--- config.mk ---
export PLATFORM = sky130hd
export DESIGN_NAME = sata_cmd_sequencer
export DESIGN_NICKNAME = d
export VERILOG_FILES = /design/src/rtl/sata_cmd_sequencer.sv
export SDC_FILE = /design/constraint.sdc
export NUM_CORES = 1
export LEC_CHECK = 0
export ABC_CLOCK_PERIOD_IN_PS = 4550
export BUFFER_PORTS_ARGS = -buffer_cell sky130_fd_sc_hd__buf_2
export CAP_MARGIN = 5
export CORE_MARGIN = 2
export CORE_UTILIZATION = 50
export CTS_BUF_LIST = sky130_fd_sc_hd__clkbuf_4 sky130_fd_sc_hd__clkbuf_8
export CTS_CLUSTER_SIZE = 16
export DETAILED_ROUTE_END_ITERATION = 7
export PLACE_DENSITY_LB_ADDON = 0.08
export SYNTH_ARGS = -nofsm -noshare
export SYNTH_HDL_FRONTEND = slang
export SYNTH_SLANG_ARGS = --single-unit
--- constraint.sdc ---
create_clock -name i_tx_clk -period 4.55 [get_ports i_tx_clk]
set_input_delay 0.455 -clock i_tx_clk [delete_from_list [all_inputs] [get_ports i_tx_clk]]
set_output_delay 0.455 -clock i_tx_clk [all_outputs]
set_load 0.03 [all_outputs]
--- src/rtl/sata_cmd_sequencer.sv ---
// sata_cmd_sequencer: sends one ATA command as H2D/Data FISes, then collects the D2H status or times out
module sata_cmd_sequencer #(
   parameter int SECTOR_WORDS   = 4,
   parameter int TIMEOUT_CYCLES = 4096,
   parameter int LGTIMEOUT      = 13
) (
   input  logic        i_tx_clk,
   input  logic        i_reset,
   input  logic        i_req_valid,
   output logic        o_req_ready,
   input  logic [7:0]  i_req_cmd,
   input  logic [27:0] i_req_lba,
   input  logic [7:0]  i_req_count,
   input  logic        i_abort,
   input  logic        i_wr_valid,
   output logic        o_wr_ready,
   input  logic [31:0] i_wr_data,
   output logic        o_s_valid,
   input  logic        i_s_full,
   output logic [31:0] o_s_data,
   output logic        o_s_last,
   output logic        o_s_abort,
   input  logic        i_m_valid,
   output logic        o_m_ready,
   input  logic [31:0] i_m_data,
   input  logic        i_m_last,
   output logic        o_done,
   output logic        o_err,
   output logic        o_timeout,
   output logic [7:0]  o_status,
   output logic [7:0]  o_error
);
   localparam int NWB = $clog2(256 * SECTOR_WORDS + 1);
   localparam int NW  = NWB > 16 ? NWB : 16;
   typedef enum logic [2:0] {IDLE, CMD, DHDR, DATA, ABRT, WAIT_RSP, DONE} state_t;
   state_t               state_q, state_d;
   logic [7:0]           cmd_q, cmd_d, count_q, count_d, status_q, status_d, error_q, error_d;
   logic [27:0]          lba_q, lba_d;
   logic [1:0]           widx_q, widx_d;
   logic [NW-1:0]        wcnt_q, wcnt_d, nwords;
   logic [LGTIMEOUT-1:0] tcnt_q, tcnt_d;
   logic                 timeout_q, timeout_d, abort_q, abort_d, inframe_q, inframe_d, good_q, good_d;
   logic                 wr_class, tx_go, rx_go, rx_good, tx_phase, unused_ok;
   assign unused_ok = ^i_m_data[23:16];
   assign nwords    = NW'(count_q == 8'd0 ? 256 : int'(count_q)) * NW'(SECTOR_WORDS);
   assign wr_class  = cmd_q inside {8'hCA, 8'h35, 8'h3D, 8'h30, 8'h34};
   assign tx_phase  = state_q inside {CMD, DHDR, DATA};
   // a pending abort drops valid immediately so no further word slips out
   assign o_s_valid = (tx_phase && !i_abort && (state_q != DATA || i_wr_valid)) || state_q == ABRT;
   assign tx_go     = tx_phase && o_s_valid && !i_s_full;
   assign o_wr_ready = state_q == DATA && !i_s_full && !i_abort;
   assign o_s_data  = state_q == CMD  ? (widx_q == 2'd0 ? {8'h27, 8'h80, cmd_q, 8'h00} :
                                         widx_q == 2'd1 ? {8'h40 | {4'h0, lba_q[27:24]}, lba_q[23:0]} :
                                         widx_q == 2'd2 ? 32'h0 : {count_q, 24'h0}) :
                      state_q == DHDR ? 32'h4600_0000 :
                      state_q == DATA ? i_wr_data : 32'h0;
   assign o_s_last  = (state_q == CMD && widx_q == 2'd3) || (state_q == DATA && wcnt_q == nwords - NW'(1)) ||
                      state_q == ABRT;
   assign o_s_abort = state_q == ABRT;
   assign o_m_ready = state_q == WAIT_RSP;
   assign rx_go     = o_m_ready && i_m_valid;
   assign rx_good   = i_m_data[31:24] == 8'h34;
   assign o_req_ready = state_q == IDLE;
   assign o_done    = state_q == DONE;
   assign o_err     = o_done && (status_q[0] || error_q != 8'd0 || timeout_q || abort_q);
   assign o_timeout = o_done && timeout_q;
   assign o_status  = status_q;
   assign o_error   = error_q;
   always_comb begin
      state_d   = state_q;
      cmd_d     = cmd_q;
      lba_d     = lba_q;
      count_d   = count_q;
      status_d  = status_q;
      error_d   = error_q;
      widx_d    = widx_q;
      wcnt_d    = wcnt_q;
      tcnt_d    = tcnt_q;
      timeout_d = timeout_q;
      abort_d   = abort_q;
      inframe_d = inframe_q;
      good_d    = good_q;
      case (state_q)
         IDLE: if (i_req_valid) begin
            state_d   = CMD;
            cmd_d     = i_req_cmd;
            lba_d     = i_req_lba;
            count_d   = i_req_count;
            status_d  = 8'd0;
            error_d   = 8'd0;
            timeout_d = 1'b0;
            abort_d   = 1'b0;
            widx_d    = 2'd0;
            wcnt_d    = '0;
            tcnt_d    = '0;
            inframe_d = 1'b0;
            good_d    = 1'b0;
         end
         CMD: if (i_abort) begin
            state_d = ABRT;
            abort_d = 1'b1;
         end else if (tx_go) begin
            widx_d  = widx_q + 2'd1;
            state_d = widx_q == 2'd3 ? (wr_class ? DHDR : WAIT_RSP) : CMD;
         end
         DHDR: if (i_abort) begin
            state_d = ABRT;
            abort_d = 1'b1;
         end else if (tx_go) state_d = DATA;
         DATA: if (i_abort) begin
            state_d = ABRT;
            abort_d = 1'b1;
         end else if (tx_go) begin
            wcnt_d  = wcnt_q + NW'(1);
            state_d = o_s_last ? WAIT_RSP : DATA;
         end
         ABRT: state_d = DONE;
         WAIT_RSP: if (i_abort) begin
            state_d = DONE;
            abort_d = 1'b1;
         end else if (rx_go) begin
            tcnt_d = '0;
            if (!inframe_q) begin
               good_d   = rx_good;
               status_d = rx_good ? i_m_data[15:8] : status_q;
               error_d  = rx_good ? i_m_data[7:0] : error_q;
            end
            inframe_d = !i_m_last;
            state_d   = (i_m_last && (inframe_q ? good_q : rx_good)) ? DONE : WAIT_RSP;
         end else begin
            tcnt_d = tcnt_q + LGTIMEOUT'(1);
            if (tcnt_d == LGTIMEOUT'(TIMEOUT_CYCLES)) begin
               state_d   = DONE;
               timeout_d = 1'b1;
            end
         end
         DONE: state_d = IDLE;
         default: state_d = IDLE;
      endcase
   end
   always_ff @(posedge i_tx_clk) begin
      if (i_reset) begin
         state_q   <= IDLE;
         cmd_q     <= 8'd0;
         lba_q     <= 28'd0;
         count_q   <= 8'd0;
         status_q  <= 8'd0;
         error_q   <= 8'd0;
         widx_q    <= 2'd0;
         wcnt_q    <= '0;
         tcnt_q    <= '0;
         timeout_q <= 1'b0;
         abort_q   <= 1'b0;
         inframe_q <= 1'b0;
         good_q    <= 1'b0;
      end else begin
         state_q   <= state_d;
         cmd_q     <= cmd_d;
         lba_q     <= lba_d;
         count_q   <= count_d;
         status_q  <= status_d;
         error_q   <= error_d;
         widx_q    <= widx_d;
         wcnt_q    <= wcnt_d;
         tcnt_q    <= tcnt_d;
         timeout_q <= timeout_d;
         abort_q   <= abort_d;
         inframe_q <= inframe_d;
         good_q    <= good_d;
      end
   end
endmodule

==> impl_metrics.tcl, run 1 <==
set metrics [dict create \
    antenna_found_initial 0 \
    io_pins 173 \
    areaGrowthSynthToFinish_pct 19.68 \
    synth-edff-count 0 \
    h-tree-depth 3 \
    critPathMaxStageDelay_ns 0.83 \
    synth-simple-area-share_pct 27.21 \
    fin_nets 954 \
    vias_per_cell 5.653 \
    slowest_stage "dfxtp_1" \
    critPathRequiredTime_ns 4.09 \
    critPathTopFamily "simple AND/OR/NAND/NOR gates" \
    ant_nets 0 \
    path_max_fanout 30 \
    die-area_mm2 0.01131 \
    synth.net_count 822 \
    gp_congestion 0.8678 \
    dp.final_hpwl_um 10520 \
    outcome "complete, no violations" \
    period_share_pct 75.22 \
    slew_headroom_pct 33.62 \
    drc 0 \
    timing.final.max_slew_violations 0 \
    synth-seq-area-share_pct 37.46 \
    path_cells "nand2_1, nor2_2, buf_4, nand3_1, a211oi_1, nand4b_1, nand2_1, buf_2" \
    synthTopCellsByArea "dfxtp_1 (37%), nand2_1 (9.2%), a21oi_1 (8.6%)" \
    startpoint "state_q[0]" \
    synth_warnings 0 \
    vias 5489 \
    yosys.area.top_type "dfxtp_1" \
    worstSetupPathType "flip-flop to output pin" \
    clkTransAtPathRegs_ns 0.11 \
    syn_area_mm2 0.005238 \
    most-common-layout-cells "buf_2 (164), nand2_1 (129), dfxtp_1 (98), a21oi_1 (90), nor2_1 (58)" \
    max_freq_ghz 0.2922 \
    cp-end-kind "output pin" \
    syn_inst 698 \
    period_minus_slack_ns 3.422 \
    syn_area_per_cell_um2 7.504 \
    cts-buffers-inserted 9 \
    worstHoldStart "i_req_cmd[3]" \
    fin_ws_ns 1.128 \
    wl_per_cell_um 14.98 \
    grt_use_total_pct 25.64 \
    port-buffer-count 164 \
    crit_path_frequent_cell "nand2_1" \
    final_common_cell "buf_2" \
    synth-xor-area-share_pct 4.181 \
    grt_max_degree 59 \
    worstReg2RegStart "state_q[0]" \
    hold_buffers 0 \
    synth_top_family_by_area "simple AND/OR/NAND/NOR gates" \
    final_util_pct 61.27 \
    overflow 0 \
    tightest_slew_ns 0.9958 \
    min_path_type "primary input to flip-flop" \
    synth_cell_types 64 \
    drtPass1Iterations 6 \
    synth_ff_type "dfxtp_1" \
    core_area_mm2 0.01023 \
    grt_pass1_wl_um 23610 \
    leakage_uw 0.002691 \
    cts_buffer_depth 2 \
    wirelength_um 14550 \
    worstPathArrival_ns 2.97 \
    vdd_drop_max_mv 0.1543 \
    skew_ns 0.01203 \
    nFillCells 965 \
    cts_resized 0 \
    clock-sinks 98 \
    grt_pass1_vias 5048 \
    cts_tree "done" \
    die_w_um 106.3 \
    die_h_um 106.3 \
    cap_violations 0 \
    synth_compound_area_share_pct 23.01 \
    pre_cts_ws_ns 1.391 \
    rsz0062_at_grt "false" \
    cp.buffers_inverters 2 \
    start_util_pct 51.19 \
    finalSetupViolations 0 \
    diodes 0 \
    final_hold_viol_count 0 \
    p_per_area_mw_per_mm2 304.0 \
    synth_seq_cells 98 \
    core.rowCount 37 \
    synthMuxAreaShare_pct 0.9795 \
    synthAdderAreaFrac_pct 1.911 \
    postCtsSetupRepairBufs 0 \
    drive_gt1_share_pct 23.83 \
    yosys.area.top_type_share_pct 37.46 \
    synth-async-reset-ratio_pct 0 \
    clockRootBuffer "clkbuf_8" \
    drtIter0Drc 445 \
    fin_tns_setup_ns 0 \
    crit_path_start_kind "flip-flop" \
    clk_latency_ns 0.38 \
]
==> metal layers <==
metal / GRT usage [%] / vias to the layer above / share of wire, %
met3: 6.744 / 31 / 7.6
li1: - / 2742 / -
met1: 32.90 / 2505 / 43
met2: 40.80 / 211 / 46
met4: 10.62 / 0 / 2.6
met5: 0 / - / 0
==> cell usage after synthesis, drive strengths merged (4+ instances only) <==
cell / n
a211oi: 6
a21o: 4
a21oi: 90
a222oi: 8
a22o: 18
a22oi: 8
a31oi: 7
and2: 4
and3: 10
buf: 7
clkbuf: 40
dfxtp: 98
ha: 8
inv: 22
mux2i: 4
nand2: 129
nand2b: 7
nand3: 32
nand4: 9
nor2: 59
nor3: 11
nor3b: 5
nor4: 10
o21ai: 22
o22ai: 5
or3: 6
or4: 6
xnor2: 9
xor2: 16
==> worst paths after layout <==
path / cells after the start / endpoint / slack [ns]
min reg2reg: 2 / lba_q[5] / 0.46
max reg2reg: 6 / wcnt_q[13] / 1.37
max: 8 / o_s_last / 1.13
min: 3 / cmd_q[3] / 0.30
==> through the flow <==
stage	instance area, um^2	power (uW)	std cells	hold WS (ns)
CTS	6269	1918	971	0.2797
global route	6269	2007	971	0.2886
finish	6269	1906	971	0.2951
detailed placement	6082	1373	955	0.4456
global placement	6082	1362	955	0.4357
floorplan	5238	1238	698	0.4360
==> kinds of logic (layout without fill, tap and decap cells) <==
family / count (synthesis) / count (layout)
AOI/OAI and AO/OA: 189 / 189
xor gates and xnor gates: 25 / 25
adders and majority gates: 8 / 8
buffers and inverters: 71 / 208
DFF: 98 / 98
muxes: 5 / 5
and+or+nand+nor: 302 / 302
==> cell type report <==
| class | instances | area [um^2] | area share (%) |
|---|---|---|---|
| clock buffer | 10 | 137.6 | 2.196 |
| inverter | 24 | 90.09 | 1.437 |
| tap | 136 | 170.2 | 2.715 |
| timing repair buffer | 168 | 850.8 | 13.57 |
| clock inverter | 6 | 48.80 | 0.7784 |
| sequential | 98 | 1962 | 31.30 |
| multi-input combinational | 529 | 3009 | 48.00 |
==> worst reg2reg max path, cell delays in order (launching register included) <==
cell	delay, ns
dfxtp_1	0.57
or4b_2	1.18
o41a_1	0.33
nor4_1	0.59
nand3_1	0.17
xor2_1	0.17
nor2_1	0.05
==> state kept, by name, indices dropped and copies added (netlist names) <==
signal and count:
abort_q 1, inframe_q 1, cmd_q 8, o_error 8
lba_q 28, timeout_q 1, o_status 8, wcnt_q 16
state_q 3, widx_q 2, count_q 8, tcnt_q 13
good_q 1
==> power breakdown <==
group	internal (uW)	switching, uW
combinational	155	255
sequential	897	47.8
clock	220	331
total	1270	634
Power figures use the tool's default switching activity.
==> inputs of run 2 (changes only) <==
ABC_CLOCK_PERIOD_IN_PS = 2800   (was 4550)
CORE_UTILIZATION = 48   (was 50)
clock period = 2.8 ns   (was 4.55 ns; I/O delays follow)
==> impl_metrics.tcl, run 2 (synthesis gave the netlist of run 1 again) <==
set metrics [dict create \
    drtIter0Drc 469 \
    antenna_found_initial 0 \
    nFillCells 1038 \
    cap_violations 0 \
    min_path_type "primary input to flip-flop" \
    max_freq_ghz 0.3467 \
    grt_pass1_vias 4966 \
    h-tree-depth 3 \
    worstPathArrival_ns 2.60 \
    path_max_fanout 3 \
    drc 0 \
    crit_path_start_kind "flip-flop" \
    violations "setup timing" \
    drtPass1Iterations 7 \
    dp.final_hpwl_um 10940 \
    core_area_mm2 0.01075 \
    vias 5684 \
    die-area_mm2 0.01176 \
    vias_per_cell 5.724 \
    whs_path_depth 3 \
    areaGrowthSynthToFinish_pct 23.82 \
    wirelength_um 15110 \
    fin_ws_ns -0.08464 \
    final_hold_viol_count 0 \
    grt_use_total_pct 25.16 \
    leakage_uw 0.002812 \
    core.rowCount 38 \
    fin_tns_setup_ns -0.08464 \
    overflow 0 \
    post-route-cell-area_mm2 0.006485 \
    vdd_drop_max_mv 0.2084 \
    critPathTopFamily "simple AND/OR/NAND/NOR gates" \
    die_h_um 108.5 \
    cts_tree "done" \
    regArea_mm2 0.001968 \
    cp.buffers_inverters 1 \
    die_w_um 108.5 \
    grt_pass1_wl_um 23650 \
    tightest_slew_ns 1.263 \
    crit_path_frequent_cell "or4_4" \
    cp-end-kind "output pin" \
    final_common_cell "buf_2" \
    port-buffer-count 164 \
    io_pins 173 \
    largest_register_ff_count 28 \
    fin_nets 972 \
    slowest_stage "or4_4" \
    dpl_cell_area_mm2 0.006221 \
    top_regs "lba_q: 28 flops, wcnt_q: 16 flops, tcnt_q: 13 flops" \
    slew_headroom_pct 15.78 \
    regMostFlops "lba_q" \
    ant_nets 0 \
    period_minus_slack_ns 2.885 \
    path_depth 7 \
    timing.final.max_slew_violations 0 \
    critPathMaxStageDelay_ns 0.56 \
    p_total_uw 3238 \
    postCtsSetupRepairBufs 0 \
    clkTransAtPathRegs_ns 0.10 \
    gp_congestion 0.9114 \
    pre_cts_ws_ns 0.1577 \
    cts_buffer_depth 2 \
    path_cells "or4_4, or4_4, and3_4, nor4b_4, nand4b_1, nand2_1, buf_6" \
    start_util_pct 48.74 \
    clk_latency_ns 0.38 \
    critPathRequiredTime_ns 2.52 \
    clock-sinks 98 \
    period_share_pct 103.0 \
    most-common-layout-cells "buf_2 (163), nand2_1 (129), dfxtp_1 (93), a21oi_1 (90), nor2_1 (58)" \
    clockRootBuffer "clkbuf_8" \
    grt_max_degree 53 \
    p_per_area_mw_per_mm2 499.3 \
    cts-buffers-inserted 9 \
    multi_input_area_mm2 0.003047 \
    rsz0062_at_grt "true" \
    worstSetupPathType "flip-flop to output pin" \
    skew_ns 0.01178 \
    final_util_pct 60.35 \
    diodes 0 \
    finalSetupViolations 1 \
    outcome "complete, but fails checks" \
    rr_worst_depth 7 \
    wl_per_cell_um 15.22 \
    drive_gt1_share_pct 26.49 \
]
## run 2: cell count changes in the layout (fill, tap and decap cells not counted), sizes merged
cell and delta:
buf +18, clkinvlp -1, inv -1, clkinv -2, bufinv +1, clkbuf +3
## run 2: final timing paths
path,start,end,slack (ns)
hold reg to reg,o_status[1],o_status[1],0.46
setup reg to reg,count_q[4],state_q[1],0.39
setup / recovery,count_q[4],o_s_last,-0.08
hold / removal,i_req_cmd[1],cmd_q[1],0.13
## run 2: cell type report
cell class | instances | share of cell area, %
Sequential cell | 98 | 30.35
Tap cell | 140 | 2.701
Clock buffer | 13 | 2.566
Inverter | 24 | 1.389
Clock inverter | 3 | 0.7139
Timing Repair Buffer | 186 | 15.30
Multi-Input combinational cell | 529 | 46.98
## run 2: stage by stage
| step | instances | hold slack [ns] |
|---|---|---|
| 3_3_place_gp | 977 | 0.4369 |
| 6_report | 993 | 0.1281 |
| 4_1_cts | 993 | 0.1230 |
| 3_5_place_dp | 977 | 0.4466 |
| 5_1_grt | 993 | 0.1194 |
| 2_1_floorplan | 698 | 0.4160 |
## run 2: worst reg2reg max path, stage by stage, from the launching register on
cell      delay [ns]
dfxtp_2         0.33
or4_4           0.56
or4_4           0.43
and3_4          0.20
nor4b_4         0.21
nand4b_1        0.21
buf_4           0.20
a31o_1          0.16
## run 2: metal layers
layer / vias up / wire length (um) / GRT usage (%)
li1: 2783 / - / -
met1: 2633 / 6494 / 31.65
met2: 235 / 7192 / 42.01
met3: 33 / 1073 / 5.546
met4: 0 / 348 / 9.524
met5: - / 0 / 0
## run 2: repair_timing
item,4_1_cts,5_1_grt
endpoints found under the setup margin,1,18
resized for setup,10,5
cloned,0,0
hold buffers,0,0
pin swaps,5,1
## run 2: report_power, final
group / switching (uW) / leakage (uW) / total (uW) / internal (uW)
clock network: 493 / 0.000107 / 979 / 486
logic: 453 / 0.00191 / 738 / 285
registers: 62.1 / 0.000798 / 1520 / 1460
total: 1010 / 0.00281 / 3240 / 2230
==> inputs of run 3 (changes only) <==
CORE_ASPECT_RATIO = 1.5   (was not set)
==> impl_metrics.tcl, run 3 (synthesis gave the netlist of run 1 again) <==
set metrics [dict create \
    drive_gt1_share_pct 26.78 \
    cts_tree "done" \
    p_per_area_mw_per_mm2 496.9 \
    cp-end-kind "output pin" \
    clockRootBuffer "clkbuf_8" \
    max_freq_ghz 0.3408 \
    ant_nets 0 \
    slew_headroom_pct 52.34 \
    rsz0062_at_grt "true" \
    drtPass1Iterations 6 \
    r2r_slack_ns 0.23 \
    worstReg2RegStart "count_q[3]" \
    most-common-layout-cells "buf_2 (163), nand2_1 (128), dfxtp_1 (95), a21oi_1 (90), nor2_1 (58)" \
    cts_buffer_depth 2 \
    worstPathArrival_ns 2.65 \
    violations "setup timing" \
    grt_pass1_wl_um 24990 \
    overflow 0 \
    drc 0 \
    antenna_found_initial 2 \
    wl_per_cell_um 15.80 \
    worstSetupPathType "flip-flop to output pin" \
    critPathRequiredTime_ns 2.52 \
    leakage_uw 0.002823 \
    core_area_mm2 0.01059 \
    top_regs "lba_q: 28 flops, wcnt_q: 16 flops, tcnt_q: 13 flops" \
    final_util_pct 61.52 \
    grt_pass1_vias 5478 \
    clk_latency_ns 0.37 \
    outcome "complete, but fails checks" \
    port-buffer-count 164 \
    vias 5711 \
    areaGrowthSynthToFinish_pct 24.39 \
    worstReg2RegEnd "state_q[1]" \
    die-area_mm2 0.01178 \
    path_max_fanout 3 \
    start_util_pct 49.46 \
    endpoint "o_s_last" \
    skew_ns 0.01207 \
    vias_per_cell 5.705 \
    period_share_pct 104.8 \
    period_minus_slack_ns 2.934 \
    final_hold_viol_count 0 \
    wirelength_um 15820 \
    clock-sinks 98 \
    h-tree-depth 3 \
    fin_ws_ns -0.1340 \
    clkTransAtPathRegs_ns 0.10 \
    pre_cts_ws_ns 0.1630 \
    io_pins 173 \
    drtIter0Drc 434 \
    min_path_type "primary input to flip-flop" \
    die_w_um 89.29 \
    rr_worst_depth 8 \
    largest_register_ff_count 28 \
    gp_congestion 0.8858 \
    grt_use_total_pct 26.41 \
    regMostFlops "lba_q" \
    fin_nets 974 \
    dp.final_hpwl_um 11460 \
    die_h_um 131.9 \
    core.rowCount 46 \
    timing.final.max_slew_violations 0 \
    startpoint "count_q[3]" \
    cap_violations 0 \
    finalSetupViolations 1 \
    crit_path_start_kind "flip-flop" \
    final_common_cell "buf_2" \
    grt_max_degree 61 \
    tightest_slew_ns 0.7074 \
    vdd_drop_max_mv 0.2638 \
    cts-buffers-inserted 9 \
]
## run 3: changes by cell type in the layout (fill, tap and decap cells not counted), sizes merged
cell / previous run / this run
clkinv: 2 / 3
clkinvlp: 1 / 2
diode: 0 / 2
buf: 186 / 188
clkbuf: 13 / 11
## run 3: how the worst min path moves through the flow
| stage | from | to | slack [ns] | depth (start not counted) |
|---|---|---|---|---|
| after floorplan | i_req_count[3] | count_q[3] | 0.42 | 2 |
| after global placement | o_status[6] | o_status[6] | 0.44 | 2 |
| after detailed placement | o_status[6] | o_status[6] | 0.45 | 2 |
| after CTS | i_req_lba[1] | lba_q[1] | 0.12 | 3 |
| after global routing | i_req_lba[8] | lba_q[8] | 0.12 | 3 |
| final | i_req_lba[18] | lba_q[18] | 0.13 | 3 |
## run 3: metrics by stage
step                       TNS, ns  hold WS (ns)  instances  total power [uW]  instance area (um^2)
final                      -0.1340        0.1321       1001              3238                  6515
after global routing       -0.1879        0.1182       1001              3402                  6515
after CTS                 -0.06860        0.1206        998              3235                  6472
after detailed placement         0        0.4455        981              2271                  6227
after global placement           0        0.4359        981              2254                  6227
after floorplan                  0        0.4160        698              2011                  5238
## run 3: report_power, final
| group | switching, uW | internal (uW) |
|---|---|---|
| logic | 465 | 294 |
| clock network | 513 | 453 |
| registers | 54.3 | 1460 |
| total | 1030 | 2210 |
## run 3: what timing repair did
action | in CTS | in global routing
setup buffers | 1 | 1
pin swaps | 4 | 3
hold buffers | 0 | 0
setup endpoints to repair | 1 | 16
gates resized for setup | 9 | 7
## run 3: final cells by class
class                   count  area [um^2]
flip-flops and latches     98         1966
well taps                 144        180.2
inverters                  24        90.09
diodes                      2        5.005
repair buffers            188         1007
multi-input cells         529         3059
clock buffers              11        145.1
clock inverters             5        62.56
fillers                  1034         4075
## run 3: metal layers
| metal | global-route usage (%) | vias up | wire (um) |
|---|---|---|---|
| li1 | - | 2777 | - |
| met1 | 29.48 | 2666 | 6257 |
| met2 | 47.70 | 241 | 8227 |
| met3 | 5.322 | 27 | 1016 |
| met4 | 9.784 | 0 | 314 |
| met5 | 0 | - | 0 |
## run 3: worst max-delay path: stages, from the launching register on
cell and delay (ns):
dfxtp_1 0.32, or4_4 0.57, or4_4 0.45, and3_4 0.20, nor4b_4 0.21, nand4b_1 0.24
nand2_2 0.16, buf_6 0.14
